$ cat config.mk
export PLATFORM = sky130hd
export DESIGN_NAME = ddr3_pll_phase_stepper
export DESIGN_NICKNAME = d
export VERILOG_FILES = /design/src/rtl/ddr3_phase_pkg.sv /design/src/rtl/ddr3_phase_done_sync.sv /design/src/rtl/ddr3_pll_phase_stepper.sv
export SDC_FILE = /design/constraint.sdc
export NUM_CORES = 1
export LEC_CHECK = 0
export BUFFER_PORTS_ARGS = -buffer_cell sky130_fd_sc_hd__buf_2
export CAP_MARGIN = 20
export CORE_ASPECT_RATIO = 0.7
export CORE_MARGIN = 2
export CORE_UTILIZATION = 50
export DETAILED_ROUTE_END_ITERATION = 10
export PLACE_DENSITY = 0.72
export SYNTH_ARGS = -nofsm -noshare
export SYNTH_HDL_FRONTEND = slang
export SYNTH_HIERARCHICAL = 1
export SYNTH_SLANG_ARGS = --single-unit
$ cat constraint.sdc
create_clock -name CLK_IN -period 1.75 [get_ports CLK_IN]
set_input_delay 0.175 -clock CLK_IN [delete_from_list [all_inputs] [get_ports CLK_IN]]
set_output_delay 0.175 -clock CLK_IN [all_outputs]
set_load 0.005 [all_outputs]
$ cat src/rtl/ddr3_phase_pkg.sv
// Shared types and helpers for the DDR3 PLL phase stepper.
package ddr3_phase_pkg;

    typedef enum logic [2:0] {
        IDLE      = 3'd0,
        PULSE     = 3'd1,
        WAIT_ACK  = 3'd2,
        WAIT_DONE = 3'd3,
        SETTLE    = 3'd4
    } phase_state_t;

    function automatic int pos_w(input int steps);
        return (steps > 1) ? $clog2(steps) : 1;
    endfunction

endpackage

$ cat src/rtl/ddr3_phase_done_sync.sv
// Two-flop synchronizer for the PLL phase_done flag; resets to 1 (PLL idle).
module ddr3_phase_done_sync (
    input  logic clk,
    input  logic rst_n,
    input  logic async_in,
    output logic sync_out
);

    logic meta_q;
    logic meta_d;
    logic sync_q;
    logic sync_d;

    // Next-state of the two synchronizer stages.
    always_comb begin
        meta_d = async_in;
        sync_d = meta_q;
    end

    // Synchronizer flops, reset to the PLL-idle level.
    always_ff @(posedge clk or negedge rst_n) begin
        if (!rst_n) begin
            meta_q <= 1'b1;
            sync_q <= 1'b1;
        end else begin
            meta_q <= meta_d;
            sync_q <= sync_d;
        end
    end

    assign sync_out = sync_q;

endmodule

$ cat src/rtl/ddr3_pll_phase_stepper.sv
// Issues "step N up/down" requests to the PLL dynamic-phase port one step at a time.
// Optional per-step done timeout: define PHASE_STEPPER_TIMEOUT_EN.
module ddr3_pll_phase_stepper
    import ddr3_phase_pkg::*;
#(
    parameter int STEPS_PER_CYCLE = 32,
    parameter int CNT_W           = 8,
    parameter int PULSE_CYCLES    = 2,
    parameter int SETTLE_CYCLES   = 4,
    parameter int DONE_TIMEOUT    = 1023
) (
    input  logic                              CLK_IN,
    input  logic                              RST_IN_N,
    input  logic                              req_valid,
    output logic                              req_ready,
    input  logic                              req_updn,
    input  logic [CNT_W-1:0]                  req_count,
    output logic                              busy,
    output logic                              phase_step,
    output logic                              phase_updn,
    input  logic                              phase_done,
    output logic [pos_w(STEPS_PER_CYCLE)-1:0] phase_pos,
    output logic                              step_done,
    output logic                              err_timeout
);

    localparam int POS_W = pos_w(STEPS_PER_CYCLE);
    localparam int PC_W  = (PULSE_CYCLES > 1) ? $clog2(PULSE_CYCLES) : 1;
    localparam int ST_W  = (SETTLE_CYCLES > 1) ? $clog2(SETTLE_CYCLES) : 1;

    localparam logic [POS_W-1:0] POS_LAST    = POS_W'(STEPS_PER_CYCLE - 1);
    localparam logic [PC_W-1:0]  PULSE_LAST  = PC_W'(PULSE_CYCLES - 1);
    localparam logic [ST_W-1:0]  SETTLE_LAST = (SETTLE_CYCLES > 1) ? ST_W'(SETTLE_CYCLES - 1) : {ST_W{1'b0}};

    phase_state_t     state_q, state_d;
    logic [CNT_W-1:0] remaining_q, remaining_d;
    logic [PC_W-1:0]  pulse_cnt_q, pulse_cnt_d;
    logic [ST_W-1:0]  settle_cnt_q, settle_cnt_d;
    logic [POS_W-1:0] pos_q, pos_d;
    logic             updn_q, updn_d;
    logic             step_q, step_d;
    logic             done_pulse_q, done_pulse_d;
    logic             ready_q, ready_d;
    logic             busy_q, busy_d;
    logic             done_s;
    logic             accept_s;

    ddr3_phase_done_sync u_done_sync (
        .clk      (CLK_IN),
        .rst_n    (RST_IN_N),
        .async_in (phase_done),
        .sync_out (done_s)
    );

    assign accept_s = req_valid && (state_q == IDLE);

`ifdef PHASE_STEPPER_TIMEOUT_EN
    localparam int TO_W = $clog2(DONE_TIMEOUT + 1);
    localparam logic [TO_W-1:0] TMO_LAST = TO_W'(DONE_TIMEOUT - 1);

    logic [TO_W-1:0] tmo_cnt_q, tmo_cnt_d;
    logic            err_q, err_d;
    logic            tmo_hit_s;
    logic            tmo_abort_s;

    // Per-step done watchdog; an abort only fires when the step is not completing that cycle.
    always_comb begin
        if ((state_q == WAIT_ACK) || (state_q == WAIT_DONE)) begin
            tmo_cnt_d = tmo_cnt_q + TO_W'(1);
            tmo_hit_s = (tmo_cnt_q == TMO_LAST);
        end else begin
            tmo_cnt_d = {TO_W{1'b0}};
            tmo_hit_s = 1'b0;
        end
        tmo_abort_s = tmo_hit_s && (((state_q == WAIT_ACK) && done_s) ||
                                    ((state_q == WAIT_DONE) && !done_s));
        if (tmo_abort_s) begin
            err_d = 1'b1;
        end else if (accept_s) begin
            err_d = 1'b0;
        end else begin
            err_d = err_q;
        end
    end

    // Timeout counter and sticky error flag.
    always_ff @(posedge CLK_IN or negedge RST_IN_N) begin
        if (!RST_IN_N) begin
            tmo_cnt_q <= {TO_W{1'b0}};
            err_q     <= 1'b0;
        end else begin
            tmo_cnt_q <= tmo_cnt_d;
            err_q     <= err_d;
        end
    end

    assign err_timeout = err_q;
`else
    assign err_timeout = 1'b0;
`endif

    // Step sequencer: next state, counters and phase position.
    always_comb begin
        state_d      = state_q;
        remaining_d  = remaining_q;
        pulse_cnt_d  = pulse_cnt_q;
        settle_cnt_d = settle_cnt_q;
        pos_d        = pos_q;
        updn_d       = updn_q;
        done_pulse_d = 1'b0;

        case (state_q)
            IDLE: begin
                if (accept_s) begin
                    updn_d      = req_updn;
                    remaining_d = req_count;
                    pulse_cnt_d = {PC_W{1'b0}};
                    if (req_count == {CNT_W{1'b0}}) begin
                        done_pulse_d = 1'b1;
                    end else begin
                        state_d = PULSE;
                    end
                end else begin
                    state_d = IDLE;
                end
            end
            PULSE: begin
                if (pulse_cnt_q == PULSE_LAST) begin
                    state_d = WAIT_ACK;
                end else begin
                    pulse_cnt_d = pulse_cnt_q + PC_W'(1);
                end
            end
            WAIT_ACK: begin
                // A high done here is the previous step's level, not an acknowledge.
                if (!done_s) begin
                    state_d = WAIT_DONE;
                end else begin
                    state_d = WAIT_ACK;
                end
            end
            WAIT_DONE: begin
                if (done_s) begin
                    state_d      = SETTLE;
                    settle_cnt_d = {ST_W{1'b0}};
                    remaining_d  = remaining_q - CNT_W'(1);
                    if (updn_q) begin
                        pos_d = (pos_q == POS_LAST) ? {POS_W{1'b0}} : pos_q + POS_W'(1);
                    end else begin
                        pos_d = (pos_q == {POS_W{1'b0}}) ? POS_LAST : pos_q - POS_W'(1);
                    end
                end else begin
                    state_d = WAIT_DONE;
                end
            end
            SETTLE: begin
                if (settle_cnt_q == SETTLE_LAST) begin
                    if (remaining_q != {CNT_W{1'b0}}) begin
                        state_d     = PULSE;
                        pulse_cnt_d = {PC_W{1'b0}};
                    end else begin
                        state_d      = IDLE;
                        done_pulse_d = 1'b1;
                    end
                end else begin
                    settle_cnt_d = settle_cnt_q + ST_W'(1);
                end
            end
            default: begin
                state_d = IDLE;
            end
        endcase

`ifdef PHASE_STEPPER_TIMEOUT_EN
        if (tmo_abort_s) begin
            state_d      = IDLE;
            remaining_d  = {CNT_W{1'b0}};
            pos_d        = pos_q;
            done_pulse_d = 1'b1;
        end else begin
            done_pulse_d = done_pulse_d;
        end
`endif

        step_d  = (state_d == PULSE);
        ready_d = (state_d == IDLE);
        busy_d  = (state_d != IDLE);
    end

    // State and registered outputs.
    always_ff @(posedge CLK_IN or negedge RST_IN_N) begin
        if (!RST_IN_N) begin
            state_q      <= IDLE;
            remaining_q  <= {CNT_W{1'b0}};
            pulse_cnt_q  <= {PC_W{1'b0}};
            settle_cnt_q <= {ST_W{1'b0}};
            pos_q        <= {POS_W{1'b0}};
            updn_q       <= 1'b1;
            step_q       <= 1'b0;
            done_pulse_q <= 1'b0;
            ready_q      <= 1'b1;
            busy_q       <= 1'b0;
        end else begin
            state_q      <= state_d;
            remaining_q  <= remaining_d;
            pulse_cnt_q  <= pulse_cnt_d;
            settle_cnt_q <= settle_cnt_d;
            pos_q        <= pos_d;
            updn_q       <= updn_d;
            step_q       <= step_d;
            done_pulse_q <= done_pulse_d;
            ready_q      <= ready_d;
            busy_q       <= busy_d;
        end
    end

    assign req_ready  = ready_q;
    assign busy       = busy_q;
    assign phase_step = step_q;
    assign phase_updn = updn_q;
    assign phase_pos  = pos_q;
    assign step_done  = done_pulse_q;

endmodule

==> reports/summary.txt, run 1 <==
status: finished, final reports clean
Worst Hold Depth: 3
ant diodes: 0
relative slew slack: 0.634
critical path depth: 7
top flip-flop cell by instance count after synthesis: sky130_fd_sc_hd__dfrtp_1
number of non-filler instances in the completed layout: 234
synthesis-stage register bit count: 26
cell area after synthesis: 0.00151 mm^2
Synth area leader: sky130_fd_sc_hd__dfrtp_1
setup repair after global routing missed its margin: no
layout cell share with drive strength beyond 1: 0.283
top-level I/O count: 24
proportion of netlist area held by the largest area contributor: 0.365
delay contributed by the slowest stage of the critical path: 0.37 ns
standard cell core area: 0.00282 mm^2
async set or reset register ratio after synthesis: 1.00
mean instance size in the synthesized netlist: 9.19 um^2
Routed Wire Length: 3520 um
number of buffers inserted during clock tree synthesis: 3
maximum resistive drop on vdd: 0.791 mV
arrival time at the worst endpoint: 1.79 ns
CP delay by family, top: simple AND/OR/NAND/NOR gates
reported leakage power: 0.000815 uW
DR iter-0 viols: 111
total iterations of the first detailed-routing run: 4
detailed placement HPWL: 2610 um
reg-to-reg slack, setup: 0.12 ns
fraction of the core area covered by cells at the end of the flow: 0.650
critical path endpoint category: flop
portion of the post-synthesis area used by sequential elements: 0.435
min cycle time layout: 1.63 ns
number of endpoints failing setup at the final stage: 0
Slowest-stage cell, CP: sky130_fd_sc_hd__dfrtp_1
Port Buffer Count: 22
Die Footprint: 0.00348 mm^2
initial antenna violation count: 0
number of hold-slack violations in the final timing report: 0
total global routing track utilization: 0.221
die height: 49.9 um
setup clock skew after layout: 0.0112 ns
number of maximum-capacitance violations: 0
post-synthesis net count: 183
Row Count: 16
pin count of the biggest net entering global routing: 27
end point of the most critical hold path: phase_updn$_DFFE_PN1P_
routed via count divided by cell count: 5.88
first-pass GRT wire length: 6070 um
residual DRC count: 0
number of standard cells after synthesis: 164
Synth-to-Final Area Change: 21.8%
hold path startpoint: req_updn
maximum clock insertion buffer count: 2
Power per Cell Area: 1720 mW/mm^2
placer congestion estimate: 0.956
total grt overflow: 0
type of the tightest min-delay check: in -> reg
H-tree lvl count: 1
Clk Latency, worst-skew pair: 0.27 ns
startpoint of the lowest-slack register-to-register path: phase_pos[0]$_DFFE_PN0P_
actual slew at the worst max-slew pin: 0.548 ns
Filler Cells Inserted: 248
maximum operating frequency: 0.614 GHz
Clock Pin Slew Worst Setup and Hold Paths: 0.09 ns
clock tree root buffer cell: sky130_fd_sc_hd__clkbuf_8
number of different library cells in the post-synthesis netlist: 46
EDFF count, synth: 0
cell-by-cell trace of the critical path: ha_1 > and3_1 > ha_2 > nand2b_4 > o22ai_1 > nor4_1 > o21ai_1
setup slack after placement: 0.0210 ns
antenna viol nets, final: 0
Worst Reg-to-Reg Cells: 7
clock sink total: 26
instance count after placement with tap cells included: 228
Routed WL per cell: 15.1 um
destination of the worst register-to-register timing path: phase_pos[3]$_DFFE_PN0P_
via count of the first global-routing pass: 1261
accumulated negative setup slack: 0 ns
Worst EP required: 1.91 ns
classification of the worst setup path: reg -> reg
Setup crit start kind: flop
crit path buf inv count: 0
main area contributors after synthesis: sky130_fd_sc_hd__dfrtp_1, sky130_fd_sc_hd__dfstp_2, sky130_fd_sc_hd__o21ai_0
x dimension of the die: 69.6 um
final-stage net count: 218
final worst-path setup slack: 0.123 ns
effective utilization at floorplan: 0.534
clock tree from TritonCTS: yes
number of max-slew violations in the final report: 0
fin crit share: 0.930
via count: 1375
Yosys Warn Count: 6
critical path fanouts, max: 4
metrics by stage:
stage | power (uW) | hold slack, ns | instance area (um^2)
floorplan | 2070 | -0.121 | 1510
global placement | 2530 | 0.200 | 1720
detailed placement | 2600 | 0.206 | 1720
CTS | 3100 | 0.102 | 1810
global route | 3430 | 0.111 | 1830
finish | 3160 | 0.104 | 1830
report_power, final:
part           switching (uW)  total (uW)  internal [uW]
Sequential                316        1190            870
Clock                     179         485            306
Combinational             799        1480            686
registers in the layout, summed over array words and instances (netlist names):
signal	cells
busy	1
phase_pos	5
phase_step	1
phase_updn	1
pulse_cnt_q	1
remaining_q	8
req_ready	1
settle_cnt_q	2
state_q	3
step_done	1
u_done_sync/meta_q	1
u_done_sync/sync_out	1
cell usage after synthesis (all sizes together) (6+ instances only):
cell   number
nor2       11
nand2      11
buf         6
ha          6
o21ai      22
dfrtp      22
inv         9
a21oi      13
nand3       6
worst max path at each step:
stage                                  start                          to  slack, ns
CTS                 phase_pos[0]$_DFFE_PN0P_    phase_pos[3]$_DFFE_PN0P_      0.007
finish              phase_pos[0]$_DFFE_PN0P_    phase_pos[3]$_DFFE_PN0P_       0.12
global route        phase_pos[0]$_DFFE_PN0P_    phase_pos[3]$_DFFE_PN0P_       0.01
detailed placement  phase_pos[0]$_DFFE_PN0P_    phase_pos[3]$_DFFE_PN0P_       0.02
global placement        state_q[2]$_DFF_PN0_  remaining_q[5]$_DFFE_PN0P_       0.12
floorplan           phase_pos[1]$_DFFE_PN0P_    phase_pos[3]$_DFFE_PN0P_       0.10
repair_timing:
item	4_1_cts	5_1_grt
endpoints found under the hold margin	23	0
resized for setup	0	8
endpoints found under the setup margin	0	5
hold buffers	2	0
buffers inserted	0	0
area by class of cell:
type                    count  area (um^2)  share of cell area
flip-flops and latches     26          659               0.359
clock inverters             1         30.0              0.0164
inverters                   9         33.8              0.0184
clock buffers               3         41.3              0.0225
multi-input cells         121          790               0.430
repair buffers             38          235               0.128
well taps                  36         45.0              0.0246
tightest hold or removal path: cells and delay by family:
family	cells	cell delay [ns]
AOI/OAI and AO/OA	1	0.07
buffers and inverters	1	0.09
and+or+nand+nor	1	0.04
placed cells by master (no fill, tap or decap), types with 4 or more instances in the layout:
cell / Yosys / final
sky130_fd_sc_hd__nand2_1: 11 / 11
sky130_fd_sc_hd__dfstp_2: 4 / 4
sky130_fd_sc_hd__nand3_1: 6 / 6
sky130_fd_sc_hd__o21ai_0: 21 / 20
sky130_fd_sc_hd__nor2_1: 10 / 10
sky130_fd_sc_hd__dfrtp_1: 22 / 19
sky130_fd_sc_hd__a22oi_1: 4 / 4
sky130_fd_sc_hd__buf_4: 3 / 14
sky130_fd_sc_hd__a21oi_1: 12 / 12
sky130_fd_sc_hd__ha_1: 6 / 5
sky130_fd_sc_hd__buf_2: 2 / 22
sky130_fd_sc_hd__inv_1: 9 / 9
kinds of logic after synthesis:
group,after synthesis,share of synthesized area
and+or+nand+nor,58,0.229
AOI/OAI and AO/OA,54,0.214
DFF,26,0.435
buffers and inverters,17,0.0565
adders and majority gates,6,0.0498
other,1,0.00249
xor gates and xnor gates,1,0.00582
muxes,1,0.00664
routing by layer:
metal	part of all wire	routed length, um	GRT usage
met4	0.0057	20	0.0490
met1	0.49	1730	0.325
met2	0.45	1600	0.332
met3	0.049	174	0.0511
met5	0	0	0
No activity file was read; power rests on OpenSTA's default activity.
==> run 2, diff against run 1 <==
- PLACE_DENSITY: 0.72 -> 0.79
==> reports/summary.txt, run 2 (synthesized netlist as in run 1, its figures left out) <==
number of endpoints failing setup at the final stage: 0
Power per Cell Area: 1640 mW/mm^2
ant diodes: 0
top metal layer carrying routed signals: met4
met2 routed WL: 1540 um
Port Buffer Count: 22
pin count of the biggest net entering global routing: 27
arrival time at the worst endpoint: 1.82 ns
Routed WL per cell: 14.5 um
maximum operating frequency: 0.600 GHz
Routed met3 length: 232 um
via count: 1368
routed via count divided by cell count: 5.82
number of hold-slack violations in the final timing report: 0
DR iter-0 viols: 161
Setup crit start kind: flop
actual slew at the worst max-slew pin: 0.575 ns
wire length on met1: 1620 um
CP delay by family, top: simple AND/OR/NAND/NOR gates
Slowest-stage cell, CP: sky130_fd_sc_hd__dfrtp_1
Layout Cell Area excl Fill: 0.00184 mm^2
hold path startpoint: req_updn
status: finished, final reports clean
relative slew slack: 0.617
end point of the most critical hold path: phase_updn$_DFFE_PN1P_
Worst EP required: 1.90 ns
maximum resistive drop on vdd: 0.955 mV
clock tree from TritonCTS: yes
final-stage net count: 219
Filler Cells Inserted: 219
Synth-to-Final Area Change: 21.8%
total power draw: 3020 uW
type of the tightest min-delay check: in -> reg
number of maximum-capacitance violations: 0
layout cell share with drive strength beyond 1: 0.296
via count of the first global-routing pass: 1227
critical path endpoint category: flop
classification of the worst setup path: reg -> reg
reg-to-reg slack, setup: 0.08 ns
destination of the worst register-to-register timing path: busy$_DFF_PN0_
number of max-slew violations in the final report: 0
crit path buf inv count: 0
total global routing track utilization: 0.203
fin crit share: 0.952
antenna viol nets, final: 0
top-level I/O count: 24
startpoint of the lowest-slack register-to-register path: remaining_q[3]$_DFFE_PN0P_
Routed Wire Length: 3420 um
commonest cells after routing, fill and taps aside: sky130_fd_sc_hd__buf_2, sky130_fd_sc_hd__o21ai_0, sky130_fd_sc_hd__dfrtp_1, sky130_fd_sc_hd__buf_4, sky130_fd_sc_hd__a21oi_1
register bank with the most flops: remaining_q
H-tree lvl count: 1
Worst Reg-to-Reg Cells: 4
number of buffers inserted during clock tree synthesis: 3
cell-by-cell trace of the critical path: nor3_1 > nand3_1 > a221o_2 > or2_1
fraction of the core area covered by cells at the end of the flow: 0.650
detailed placement HPWL: 2540 um
min cycle time layout: 1.67 ns
dpl cell area: 0.00170 mm^2
x dimension of the die: 69.6 um
Largest register FFs: 8
Row Count: 16
Worst Hold Depth: 3
initial antenna violation count: 0
Die Footprint: 0.00348 mm^2
Clock Pin Slew Worst Setup and Hold Paths: 0.09 ns
maximum clock insertion buffer count: 2
die height: 49.9 um
reported leakage power: 0.000807 uW
setup clock skew after layout: 0.0113 ns
placer congestion estimate: 0.854
commonest non-fill, non-tap cell in the layout: sky130_fd_sc_hd__buf_2
effective utilization at floorplan: 0.534
standard cell core area: 0.00282 mm^2
total iterations of the first detailed-routing run: 4
clock tree root buffer cell: sky130_fd_sc_hd__clkbuf_8
clock sink total: 26
delay contributed by the slowest stage of the critical path: 0.40 ns
residual DRC count: 0
total grt overflow: 0
first-pass GRT wire length: 5560 um
Clk Latency, worst-skew pair: 0.27 ns
critical path fanouts, max: 4
run 2: worst max-delay path by stage:
stage / startpoint / endpoint / slack [ns] / cells after the start
finish: remaining_q[3]$_DFFE_PN0P_ / busy$_DFF_PN0_ / 0.08 / 4
CTS: phase_pos[0]$_DFFE_PN0P_ / phase_pos[3]$_DFFE_PN0P_ / 0.03 / 7
detailed placement: phase_pos[0]$_DFFE_PN0P_ / phase_pos[3]$_DFFE_PN0P_ / 0.04 / 7
global route: phase_pos[0]$_DFFE_PN0P_ / phase_pos[4]$_DFFE_PN0P_ / -0.02 / 7
global placement: phase_pos[0]$_DFFE_PN0P_ / phase_pos[3]$_DFFE_PN0P_ / 0.12 / 7
floorplan: phase_pos[1]$_DFFE_PN0P_ / phase_pos[3]$_DFFE_PN0P_ / 0.10 / 7
run 2: power by group:
| part | internal (uW) | total, uW | switching, uW |
|---|---|---|---|
| Sequential | 870 | 1170 | 304 |
| Clock | 201 | 382 | 181 |
| Combinational | 686 | 1460 | 777 |
| Total | 1760 | 3020 | 1260 |
run 2: routing by layer:
layer,global-route usage,up-vias
met4,0.0229,0
li1,-,665
met2,0.337,60
met5,0,-
met3,0.0511,4
met1,0.280,639
run 2: tightest hold or removal path, stage by stage:
cell	delay [ns]
sky130_fd_sc_hd__buf_2	0.10
sky130_fd_sc_hd__nand2_1	0.04
sky130_fd_sc_hd__o21ai_0	0.07
run 2: cell type report:
type,count,area (um^2),share of cell area
repair buffers,39,243,0.132
inverters,9,33.8,0.0184
well taps,36,45.0,0.0245
clock buffers,4,55.1,0.0300
multi-input cells,121,800,0.436
flip-flops and latches,26,659,0.359
run 2: metrics by stage:
stage	hold slack (ns)	setup slack, ns	TNS [ns]	std cells
after floorplan	-0.121	0.104	0	164
after global placement	0.205	0.116	0	226
after detailed placement	0.214	0.0423	0	226
after CTS	0.112	0.0275	0	232
after global routing	0.134	-0.0153	-0.0153	235
final	0.114	0.0846	0	235
run 2: timing repair:
item,in CTS,in global routing
setup endpoints to repair,0,5
hold buffers,2,0
setup buffers,0,3
hold endpoints to repair,23,0
gates resized for setup,0,10
==> run 3, diff against run 2 <==
- CORE_MARGIN: 2 -> 5
- clock period: 1.75 -> 1.6 ns (I/O delays scaled with it)
==> reports/summary.txt, run 3 (synthesized netlist as in run 1, its figures left out) <==
status: complete, but fails checks
violations in the final reports: setup timing
ant diodes: 0
setup repair after global routing missed its margin: yes
first-pass GRT wire length: 6810 um
commonest cells after routing, fill and taps aside: sky130_fd_sc_hd__buf_4, sky130_fd_sc_hd__buf_2, sky130_fd_sc_hd__dfrtp_1, sky130_fd_sc_hd__o21ai_0
Worst EP required: 1.76 ns
top-level I/O count: 24
residual DRC count: 0
cell-by-cell trace of the critical path: ha_2 > and3_4 > ha_4 > nand2b_4 > o22ai_4 > nor4_2 > o21ai_1
number of hold-slack violations in the final timing report: 0
Clock Pin Slew Worst Setup and Hold Paths: 0.10 ns
type of the tightest min-delay check: in -> reg
via count of the first global-routing pass: 1500
clock tree root buffer cell: sky130_fd_sc_hd__clkbuf_8
total global routing track utilization: 0.206
Power per Cell Area: 1950 mW/mm^2
number of endpoints failing setup at the final stage: 1
actual slew at the worst max-slew pin: 0.589 ns
fin crit share: 1.06
setup clock skew after layout: 0.00755 ns
Die Footprint: 0.00423 mm^2
Setup crit start kind: flop
effective utilization at floorplan: 0.530
clock sink total: 26
relative slew slack: 0.607
register bank with the most flops: remaining_q
commonest non-fill, non-tap cell in the layout: sky130_fd_sc_hd__buf_4
Routed WL per cell: 17.0 um
Port Buffer Count: 22
delay contributed by the slowest stage of the critical path: 0.38 ns
total grt overflow: 0
antenna viol nets, final: 0
maximum resistive drop on vdd: 1.02 mV
pin count of the biggest net entering global routing: 27
final worst-path setup slack: -0.103 ns
critical path fanouts, max: 3
critical path endpoint category: flop
layout cell share with drive strength beyond 1: 0.396
Row Count: 16
placer congestion estimate: 0.867
standard cell core area: 0.00284 mm^2
routed via count divided by cell count: 6.09
Largest register FFs: 8
accumulated negative setup slack: -0.103 ns
final-stage net count: 237
CP delay by family, top: simple AND/OR/NAND/NOR gates
maximum operating frequency: 0.587 GHz
instance count after placement with tap cells included: 240
number of max-slew violations in the final report: 0
total iterations of the first detailed-routing run: 5
number of maximum-capacitance violations: 0
min cycle time layout: 1.70 ns
x dimension of the die: 75.6 um
DR iter-0 viols: 171
initial antenna violation count: 0
Clk Latency, worst-skew pair: 0.27 ns
number of non-filler instances in the completed layout: 253
clock tree from TritonCTS: yes
number of buffers inserted during clock tree synthesis: 3
reported leakage power: 0.000917 uW
arrival time at the worst endpoint: 1.86 ns
via count: 1540
detailed placement HPWL: 2860 um
crit path buf inv count: 0
H-tree lvl count: 1
maximum clock insertion buffer count: 2
classification of the worst setup path: reg -> reg
Slowest-stage cell, CP: sky130_fd_sc_hd__dfrtp_1
die height: 55.9 um
Routed Wire Length: 4300 um
Synth-to-Final Area Change: 36.4%
-- run 3: final timing paths --
path,slack [ns],depth (start not counted),from,to
setup / recovery,-0.10,7,phase_pos[0]$_DFFE_PN0P_,phase_pos[3]$_DFFE_PN0P_
hold / removal,0.11,3,req_updn,phase_updn$_DFFE_PN1P_
setup reg to reg,-0.10,7,phase_pos[0]$_DFFE_PN0P_,phase_pos[3]$_DFFE_PN0P_
hold reg to reg,0.36,0,u_done_sync/meta_q$_DFF_PN1_,u_done_sync/sync_out$_DFF_PN1_
max in group asynchronous,0.77,2,RST_IN_N,phase_pos[1]$_DFFE_PN0P_
min in group asynchronous,0.41,2,RST_IN_N,remaining_q[4]$_DFFE_PN0P_
-- run 3: final cells by class --
type | instances | area (um^2)
inverters | 9 | 33.8
multi-input cells | 121 | 863
clock inverters | 1 | 30.0
repair buffers | 57 | 382
fillers | 197 | 788
clock buffers | 3 | 41.3
flip-flops and latches | 26 | 659
well taps | 36 | 45.0
-- run 3: worst min-delay path: stages --
cell and delay (ns):
sky130_fd_sc_hd__buf_2 0.11, sky130_fd_sc_hd__nand2_1 0.05, sky130_fd_sc_hd__o21ai_0 0.07
-- run 3: layer usage --
layer  up-vias  part of all wire  GRT usage  routed length (um)
met5         -                 0          0                   0
met4         0             0.022     0.0599                  94
met3        10             0.070     0.0451                 299
met2        82              0.45      0.309                1940
met1       737              0.46      0.295                1970
li1        711                 -          -                   -
-- run 3: what timing repair did --
action | 4_1_cts | 5_1_grt
buffers inserted | 2 | 5
gates cloned | 0 | 0
endpoints found under the setup margin | 6 | 12
pin swaps | 4 | 6
resized for setup | 5 | 21
hold endpoints to repair | 23 | 0
hold buffers | 2 | 0
-- run 3: power by group --
group	leakage (uW)	total (uW)	switching, uW	internal (uW)
sequential	0.000308	1250	302	951
clock	0.0000357	549	214	335
combinational	0.000574	2210	1140	1070
total	0.000917	4010	1660	2360
-- run 3: through the flow --
stage,util,power (uW),area [um^2],hold WS (ns),setup slack [ns]
finish,0.723,4010,2050,0.114,-0.103
global route,0.723,4300,2050,0.108,-0.146
CTS,0.686,3670,1950,0.102,0.00904
detailed placement,0.640,3060,1820,0.196,-0.0626
global placement,0.640,2980,1820,0.182,-0.00206
floorplan,-,2290,1520,-0.136,0.0163
